### src/rtl/mem_write_buffer.sv
// mem_write_buffer: posted-write FIFO with read forwarding and write coalescing between cache and RAM
module mem_write_buffer #(
  parameter int DEPTH  = 4,
  parameter int ADDR_W = 32,
  parameter int DATA_W = 32
) (
  input  logic                       clk,
  input  logic                       rst,
  input  logic [ADDR_W-1:0]          cache_req_addr,
  input  logic [DATA_W-1:0]          cache_req_data,
  input  logic                       cache_req_wen,
  input  logic                       cache_req_valid,
  output logic [DATA_W-1:0]          cache_res_data,
  output logic                       cache_res_valid,
  output logic [ADDR_W-1:0]          ram_req_addr,
  output logic [DATA_W-1:0]          ram_req_data,
  output logic                       ram_req_wen,
  output logic                       ram_req_valid,
  input  logic [DATA_W-1:0]          ram_res_data,
  input  logic                       ram_res_valid,
  output logic [$clog2(DEPTH+1)-1:0] buf_count
);
  localparam int PW = $clog2(DEPTH);
  localparam int CW = $clog2(DEPTH+1);
  typedef enum logic [1:0] {IDLE, RESP, DRAIN, READ} state_t;
  state_t state, state_nx;
  logic [ADDR_W-1:0] addr_q [DEPTH];
  logic [DATA_W-1:0] data_q [DEPTH];
  logic [DEPTH-1:0] vld;
  logic [PW-1:0] head, tail, hit_idx;
  logic hit, idle_req, rd_hit, wr_hit, push, rd_miss, start_drain, pop, rd_done;
  always_comb begin
    hit = 1'b0;
    hit_idx = '0;
    for (int i = 0; i < DEPTH; i++)
      if (vld[i] && addr_q[i] == cache_req_addr) begin
        hit = 1'b1;
        hit_idx = PW'(i);
      end
  end
  always_comb begin
    idle_req    = state == IDLE && cache_req_valid;
    rd_hit      = idle_req && !cache_req_wen && hit;
    wr_hit      = idle_req && cache_req_wen && hit;
    push        = idle_req && cache_req_wen && !hit && buf_count != CW'(DEPTH);
    rd_miss     = idle_req && !cache_req_wen && !hit;
    start_drain = state == IDLE && !(rd_hit || wr_hit || push || rd_miss) && buf_count != '0;
    pop         = state == DRAIN && ram_res_valid;
    rd_done     = state == READ && ram_res_valid;
  end
  always_ff @(posedge clk or posedge rst)
    if (rst) state <= IDLE;
    else     state <= state_nx;
  always_comb
    state_nx = (rd_hit || wr_hit || push || rd_done) ? RESP :
               rd_miss                               ? READ :
               start_drain                           ? DRAIN :
               (pop || state == RESP)                ? IDLE : state;
  always_comb cache_res_valid = state == RESP;
  // Entry storage needs no reset: the valid bits alone define occupancy
  always_ff @(posedge clk) begin
    if (push) begin
      addr_q[tail] <= cache_req_addr;
      data_q[tail] <= cache_req_data;
    end
    if (wr_hit) data_q[hit_idx] <= cache_req_data;
  end
  always_ff @(posedge clk or posedge rst)
    if (rst) begin
      vld            <= '0;
      head           <= '0;
      tail           <= '0;
      buf_count      <= '0;
      cache_res_data <= '0;
      ram_req_addr   <= '0;
      ram_req_data   <= '0;
      ram_req_wen    <= 1'b0;
      ram_req_valid  <= 1'b0;
    end else begin
      if (rd_hit) cache_res_data <= data_q[hit_idx];
      if (push) begin
        vld[tail] <= 1'b1;
        tail      <= tail + PW'(1);
        buf_count <= buf_count + CW'(1);
      end
      if (rd_miss) begin
        ram_req_addr  <= cache_req_addr;
        ram_req_wen   <= 1'b0;
        ram_req_valid <= 1'b1;
      end
      if (start_drain) begin
        ram_req_addr  <= addr_q[head];
        ram_req_data  <= data_q[head];
        ram_req_wen   <= 1'b1;
        ram_req_valid <= 1'b1;
      end
      if (pop) begin
        vld[head]     <= 1'b0;
        head          <= head + PW'(1);
        buf_count     <= buf_count - CW'(1);
        ram_req_valid <= 1'b0;
      end
      if (rd_done) begin
        cache_res_data <= ram_res_data;
        ram_req_valid  <= 1'b0;
      end
    end
endmodule

### config.mk
export PLATFORM = sky130hd
export DESIGN_NAME = mem_write_buffer
export DESIGN_NICKNAME = d
export VERILOG_FILES = /design/src/rtl/mem_write_buffer.sv
export SDC_FILE = /design/constraint.sdc
export NUM_CORES = 1
export LEC_CHECK = 0
export BUFFER_PORTS_ARGS = -buffer_cell sky130_fd_sc_hd__buf_2
export CAP_MARGIN = 0
export CORE_MARGIN = 3
export CORE_UTILIZATION = 35
export DETAILED_ROUTE_END_ITERATION = 7
export GPL_ROUTABILITY_DRIVEN = 0
export SYNTH_ARGS = -nofsm -noshare
export SYNTH_HDL_FRONTEND = slang
export SYNTH_SLANG_ARGS = --single-unit
export TNS_END_PERCENT = 5
### constraint.sdc
create_clock -name clk -period 8.9 [get_ports clk]
set_input_delay 1.335 -clock clk [delete_from_list [all_inputs] [get_ports clk]]
set_output_delay 1.335 -clock clk [all_outputs]
set_load 0.05 [all_outputs]
==> impl_metrics.csv, run 1 <==
group,metric,value,unit
floorplanning,dieArea,0.0510,sq mm
synth,netlist_area,0.0169,sq mm
synth,syn_inst,1130,
timing,rsz0062_at_grt,"false",
synth,synth_nets,1240,
routing,drc,0,
cts,clkSinkCount,367,
timing,finalCritPeriodShare,60.2,%
power,p_leak,7.48,nW
timing,relSlewSlack,22.1,%
finish,final_nets,1416,
routing,ant_nets,0,
flow_run,maxCapViolCount,0,
routing,wirelength,44.8,mm
synth,synth_most_common_cell,"edfxtp_1",
synth,ys_warn_count,0,
synth,syn_avg_cell_area,15.0,sq um
synth,ys_seq_area_share,61.9,%
worst_setup_path,critical_path.max_fanout,62,
place,dp_cells,1870,
worst_setup_path,cp.arrival,5.52,ns
outcome,status,"complete, no violations",
finish,area_growth,17.2,%
routing,vias,10161,
synth,synth_cell_types,42,
grt,antenna_found_initial,3,
floorplanning,fp.dieH,226,um
floorplanning,rows,79,
timing,fmaxAchievable,187,MHz
floorplanning,start_util,35.9,%
cts,cts_max_level,2,
timing,fin_worst_skew,0.0148,ns
routing,first_pass_iters,5,
synth,async_reset_ff_share,30.2,%
timing,setup_viol,0,
floorplanning,core_area,0.0471,sq mm
timing,finalSetupTns,0,ns
worst_setup_path,critical_path_class,"in2reg",
synth,synth-edff-count,256,
synth,synth_top_flop_cell,"edfxtp_1",
synth,synth_common_cells,"edfxtp_1, xor2_1, dfrtp_1",
timing,slew_violations,0,
grt,grt_max_degree,68,
worst_setup_path,startpoint_type,"primary input",
floorplanning,io_pins,203,
grt,grt_use_total,17.4,%
finish,final_util,42.0,%
routing,wl_per_cell,23.0,um
worst_setup_path,required,9.06,ns
min_path,min_path_type,"reg2reg",
worst_setup_path,critical-path-slowest-cell,"nor2_4",
cts,hold_buffers,0,
cts,ctsRootBufferMaster,"clkbuf_16",
cts,cts_setup_buffers,0,
worst_setup_path,cp-end-kind,"register",
cts,cts_tree,"yes",
synth,yosysTopAreaCellShare,45.5,%
timing,period_minus_slack,5.36,ns
synth,yosysTopAreaCell,"edfxtp_1",
finish,instances_no_fill,1948,
grt,overflow,0,
worst_setup_path,critical-path-max-stage-delay,0.91,ns
cts,cts.path.max_buffers,3,
cts,clk_pin_slew_worst_paths,0.06,ns
power,peakVddDrop,0.000144,V
synth,synth_seq_cells,367,
floorplanning,die_w,226,um
cts,clk-insertion-delay-late,0.56,ns
place,portBuffers,202,
timing,tightest_slew,1.17,ns
cts,numCtsBuffers,41,
routing,via_per_inst,5.22,
place,dp_hpwl,28.2,mm
grt,grt_pass1_wl,66.8,mm
power,pwr_density_cell,325,mW/mm^2
synth,netlist_top_cells_area,"edfxtp_1, dfrtp_1, mux4_2",
timing,finalHoldViolCount,0,
worst_setup_path,path_cells,"buf_2 -> xor2_1 -> nor4_1 -> nand4_1 -> nor3_4 -> buf_4 -> inv_1 -> a21oi_1 -> a22oi_1 -> nor2_4",
routing,drt_iter0_markers,634,
cts,cts.repair.resized,0,
finish,drive_above_1_share,30.5,%
grt,grt_pass1_vias,10544,
[per-stage QoR]
| step | setup slack (ns) | total power [mW] | hold slack (ns) | cell area (sq um) |
|---|---|---|---|---|
| detailed placement | 2.94 | 4.77 | 0.478 | 18400 |
| global placement | 2.99 | 4.74 | 0.476 | 18400 |
| floorplan | 3.27 | 4.15 | 0.504 | 16900 |
| global route | 3.29 | 6.73 | 0.512 | 19800 |
| finish | 3.54 | 6.44 | 0.485 | 19800 |
| CTS | 3.52 | 6.52 | 0.492 | 19800 |
[where the power goes]
group          internal, mW  switching (mW)
Sequential             2.17           0.259
Clock                  1.04           0.691
Combinational         0.788            1.49
Total                  4.00            2.44
[cell type report]
cell class                 count  area, sq um
clock buffer                  59         1180
antenna                        3         7.51
clock inverter                16          190
timing repair buffer         220         1150
tap                          607          759
fill                        4213        27300
inverter                       9         36.3
multi-input combinational    667         6020
sequential                   367        10500
[worst paths after layout]
path	start	to	slack, ns	cells past startpoint
max	cache_req_addr[8]	data_q[2][29]$_DFFE_PP_	3.54	10
min	ram_req_data[2]$_DFFE_PP0N_	ram_req_data[2]$_DFFE_PP0N_	0.49	1
max reg2reg	addr_q[3][8]$_DFFE_PP_	data_q[2][29]$_DFFE_PP_	4.11	9
min reg2reg	ram_req_data[2]$_DFFE_PP0N_	ram_req_data[2]$_DFFE_PP0N_	0.49	1
max in group asynchronous	rst	cache_res_data[23]$_DFFE_PP0P_	6.49	3
min in group asynchronous	rst	ram_req_addr[12]$_DFFE_PP0P_	0.93	2
[flip-flops by register name, summed over array words and instances, names as in the netlist]
register        count
ram_req_data       32
ram_req_addr       32
ram_req_wen         1
addr_q            128
cache_res_data     32
tail                2
vld                 4
head                2
buf_count           3
state               2
ram_req_valid       1
data_q            128
[critical path, delay by kind of cell]
family	cells	cell delay (ns)
simple gates	4	2.06
buf+inv	3	1.10
compound gates	2	0.73
xor+xnor	1	0.20
[placed cells by master, fill, tap and decap left out, drive strengths merged, types with 20 or more instances in the layout]
master / n
mux2: 97
a21oi: 20
nor2: 75
xor2: 124
a211o: 27
o31ai: 32
buf: 220
dfrtp: 111
mux2i: 33
nor4: 28
and3: 28
nand2: 71
mux4: 64
edfxtp: 256
clkbuf: 59
[logic make-up (layout without fill, tap and decap cells)]
family	count (synthesis)	in the layout	share of synthesized area, %
simple gates	238	238	6.68
other cells	0	3	0
flops	367	367	61.9
buf+inv	96	304	2.89
mux	194	194	16.9
fa+ha+maj	9	9	0.711
compound gates	94	94	4.03
xor+xnor	132	132	6.84
[metal layers]
layer,vias to the layer above,global-route usage (%),routed length [um]
met5,-,0,0
met2,274,27.9,21400
met1,5260,24.5,20400
met3,53,2.56,2150
met4,0,5.41,906
li1,4574,-,-
(Power assumes the default switching activity.)
==> run 2, diff against run 1 <==
==> constraint.sdc (replaced) <==
create_clock -name clk -period 5.3 [get_ports clk]
set_input_delay 0.795 -clock clk [delete_from_list [all_inputs] [get_ports clk]]
set_output_delay 0.795 -clock clk [all_outputs]
set_load 0.05 [all_outputs]
==> run 2 against run 1 <==
Die area unchanged. Non-clock buffer count is 3 higher. Worst setup slack got worse by 2.1 ns. Via count barely moved.
==> impl_metrics.csv, run 2 (same netlist as run 1, synthesis figures left out) <==
group,metric,value,unit
grt,grt_pass1_vias,10571,
cts,cts.repair.resized,0,
floorplanning,core_area,0.0471,sq mm
grt,grt_pass1_wl,66.5,mm
cts,ctsRootBufferMaster,"clkbuf_16",
power,p_leak,7.54,nW
worst_setup_path,cp-end-kind,"register",
routing,wirelength,44.5,mm
timing,fin_worst_skew,0.0143,ns
finish,largestRegisters,"addr_q (128), data_q (128)",
timing,hold_slack,0.215,ns
routing,wl_per_cell,22.8,um
grt,grt_use_total,17.4,%
timing,fmaxAchievable,258,MHz
timing,relSlewSlack,33.3,%
timing,finalSetupTns,0,ns
cts,cts_max_level,2,
place,portBuffers,202,
timing,rsz0062_at_grt,"false",
finish,drive_above_1_share,31.4,%
routing,drc,0,
outcome,status,"complete, no violations",
finish,fillers,4262,
floorplanning,start_util,35.9,%
finish,mostFrequentLayoutCells,"edfxtp_1, buf_2, xor2_1",
finish,final_common_cell,"edfxtp_1",
place,dp_hpwl,28.8,mm
routing,via_per_inst,5.20,
grt,antenna_found_initial,6,
worst_setup_path,critical_path_class,"in2reg",
worst_setup_path,required,5.54,ns
finish,final_nets,1419,
timing,period_minus_slack,3.88,ns
floorplanning,die_w,226,um
routing,vias,10162,
power,pwr_density_cell,545,mW/mm^2
flow_run,maxCapViolCount,0,
cts,numCtsBuffers,41,
power,peakVddDrop,0.000242,V
worst_setup_path,startpoint_type,"primary input",
cts,clk-insertion-delay-late,0.56,ns
floorplanning,io_pins,203,
timing,setup_viol,0,
cts,cts.path.max_buffers,3,
timing,finalHoldViolCount,0,
cts,clkSinkCount,367,
cts,cts_tree,"yes",
cts,clk_pin_slew_worst_paths,0.06,ns
timing,slew_violations,0,
cts,cts_setup_buffers,0,
cts,hold_buffers,0,
floorplanning,dieArea,0.0510,sq mm
timing,finalCritPeriodShare,73.1,%
place,dp_cells,1873,
routing,first_pass_iters,7,
min_path,min_path_type,"in2async",
grt,grt_max_degree,68,
finish,instances_no_fill,1954,
grt,overflow,0,
worst_setup_path,cp.arrival,4.12,ns
worst_setup_path,critical_path.max_fanout,17,
finish,area_growth,17.9,%
place,placed_cell_area,0.0185,sq mm
routing,drt_iter0_markers,924,
power,finalPower,10.9,mW
floorplanning,rows,79,
floorplanning,fp.dieH,226,um
routing,ant_nets,0,
finish,final_cell_area,0.0199,sq mm
timing,tightest_slew,1.00,ns
run 2: changes by cell type in the layout (fill, tap and decap cells not counted):
cell | before | now
clkbuf_8 | 4 | 7
buf_12 | 0 | 3
clkinvlp_4 | 2 | 3
clkinv_4 | 1 | 2
clkinv_2 | 6 | 10
inv_6 | 1 | 2
clkbuf_1 | 12 | 3
diode_2 | 3 | 5
run 2: path summary, 6_finish.rpt:
path | startpoint | endpoint | slack, ns | depth (start not counted)
setup / recovery | cache_req_addr[7] | data_q[2][30]$_DFFE_PP_ | 1.42 | 10
hold / removal | rst | ram_req_addr[14]$_DFFE_PP0P_ | 0.22 | 2
setup reg to reg | addr_q[3][7]$_DFFE_PP_ | data_q[2][30]$_DFFE_PP_ | 1.48 | 9
hold reg to reg | ram_req_data[14]$_DFFE_PP0N_ | ram_req_data[14]$_DFFE_PP0N_ | 0.49 | 1
max in group asynchronous | rst | cache_res_data[23]$_DFFE_PP0P_ | 3.91 | 3
min in group clk | ram_res_data[19] | cache_res_data[19]$_DFFE_PP0P_ | 0.43 | 3
run 2: worst max-delay path: stages:
cell and delay, ns:
buf_2 0.17, xor2_1 0.19, nor4_1 0.58, nand3_1 0.23, nor3_4 0.23, inv_1 0.24
a21oi_1 0.52, a22oi_1 0.21, nor2_4 0.54, buf_4 0.37
run 2: report_power, final:
group	internal [mW]	total (mW)	switching (mW)
Combinational	1.34	3.74	2.40
Clock	1.78	2.95	1.17
Sequential	3.65	4.16	0.518
Total	6.76	10.9	4.10
run 2: through the flow:
step | util [%] | setup slack [ns]
after floorplan | - | 0.211
after global placement | 39.2 | 0.843
after detailed placement | 39.2 | 0.843
after CTS | 42.2 | 1.42
after global routing | 42.2 | 1.25
final | 42.3 | 1.42
run 2: final cells by class:
cell class,count,area [sq um],area share [%]
Antenna cell,5,12.5,0.0628
Clock buffer,53,1180,5.94
Clock inverter,23,235,1.18
Inverter,9,36.3,0.182
Multi-Input combinational cell,667,6020,30.2
Sequential cell,367,10500,52.6
Tap cell,607,759,3.81
Timing Repair Buffer,223,1210,6.05
run 2: layer usage:
layer  global-route usage (%)  share of wire (%)
met5                        0              0.020
met4                     5.17                2.0
met3                     3.90                6.0
met2                     28.1                 48
met1                     23.6                 44
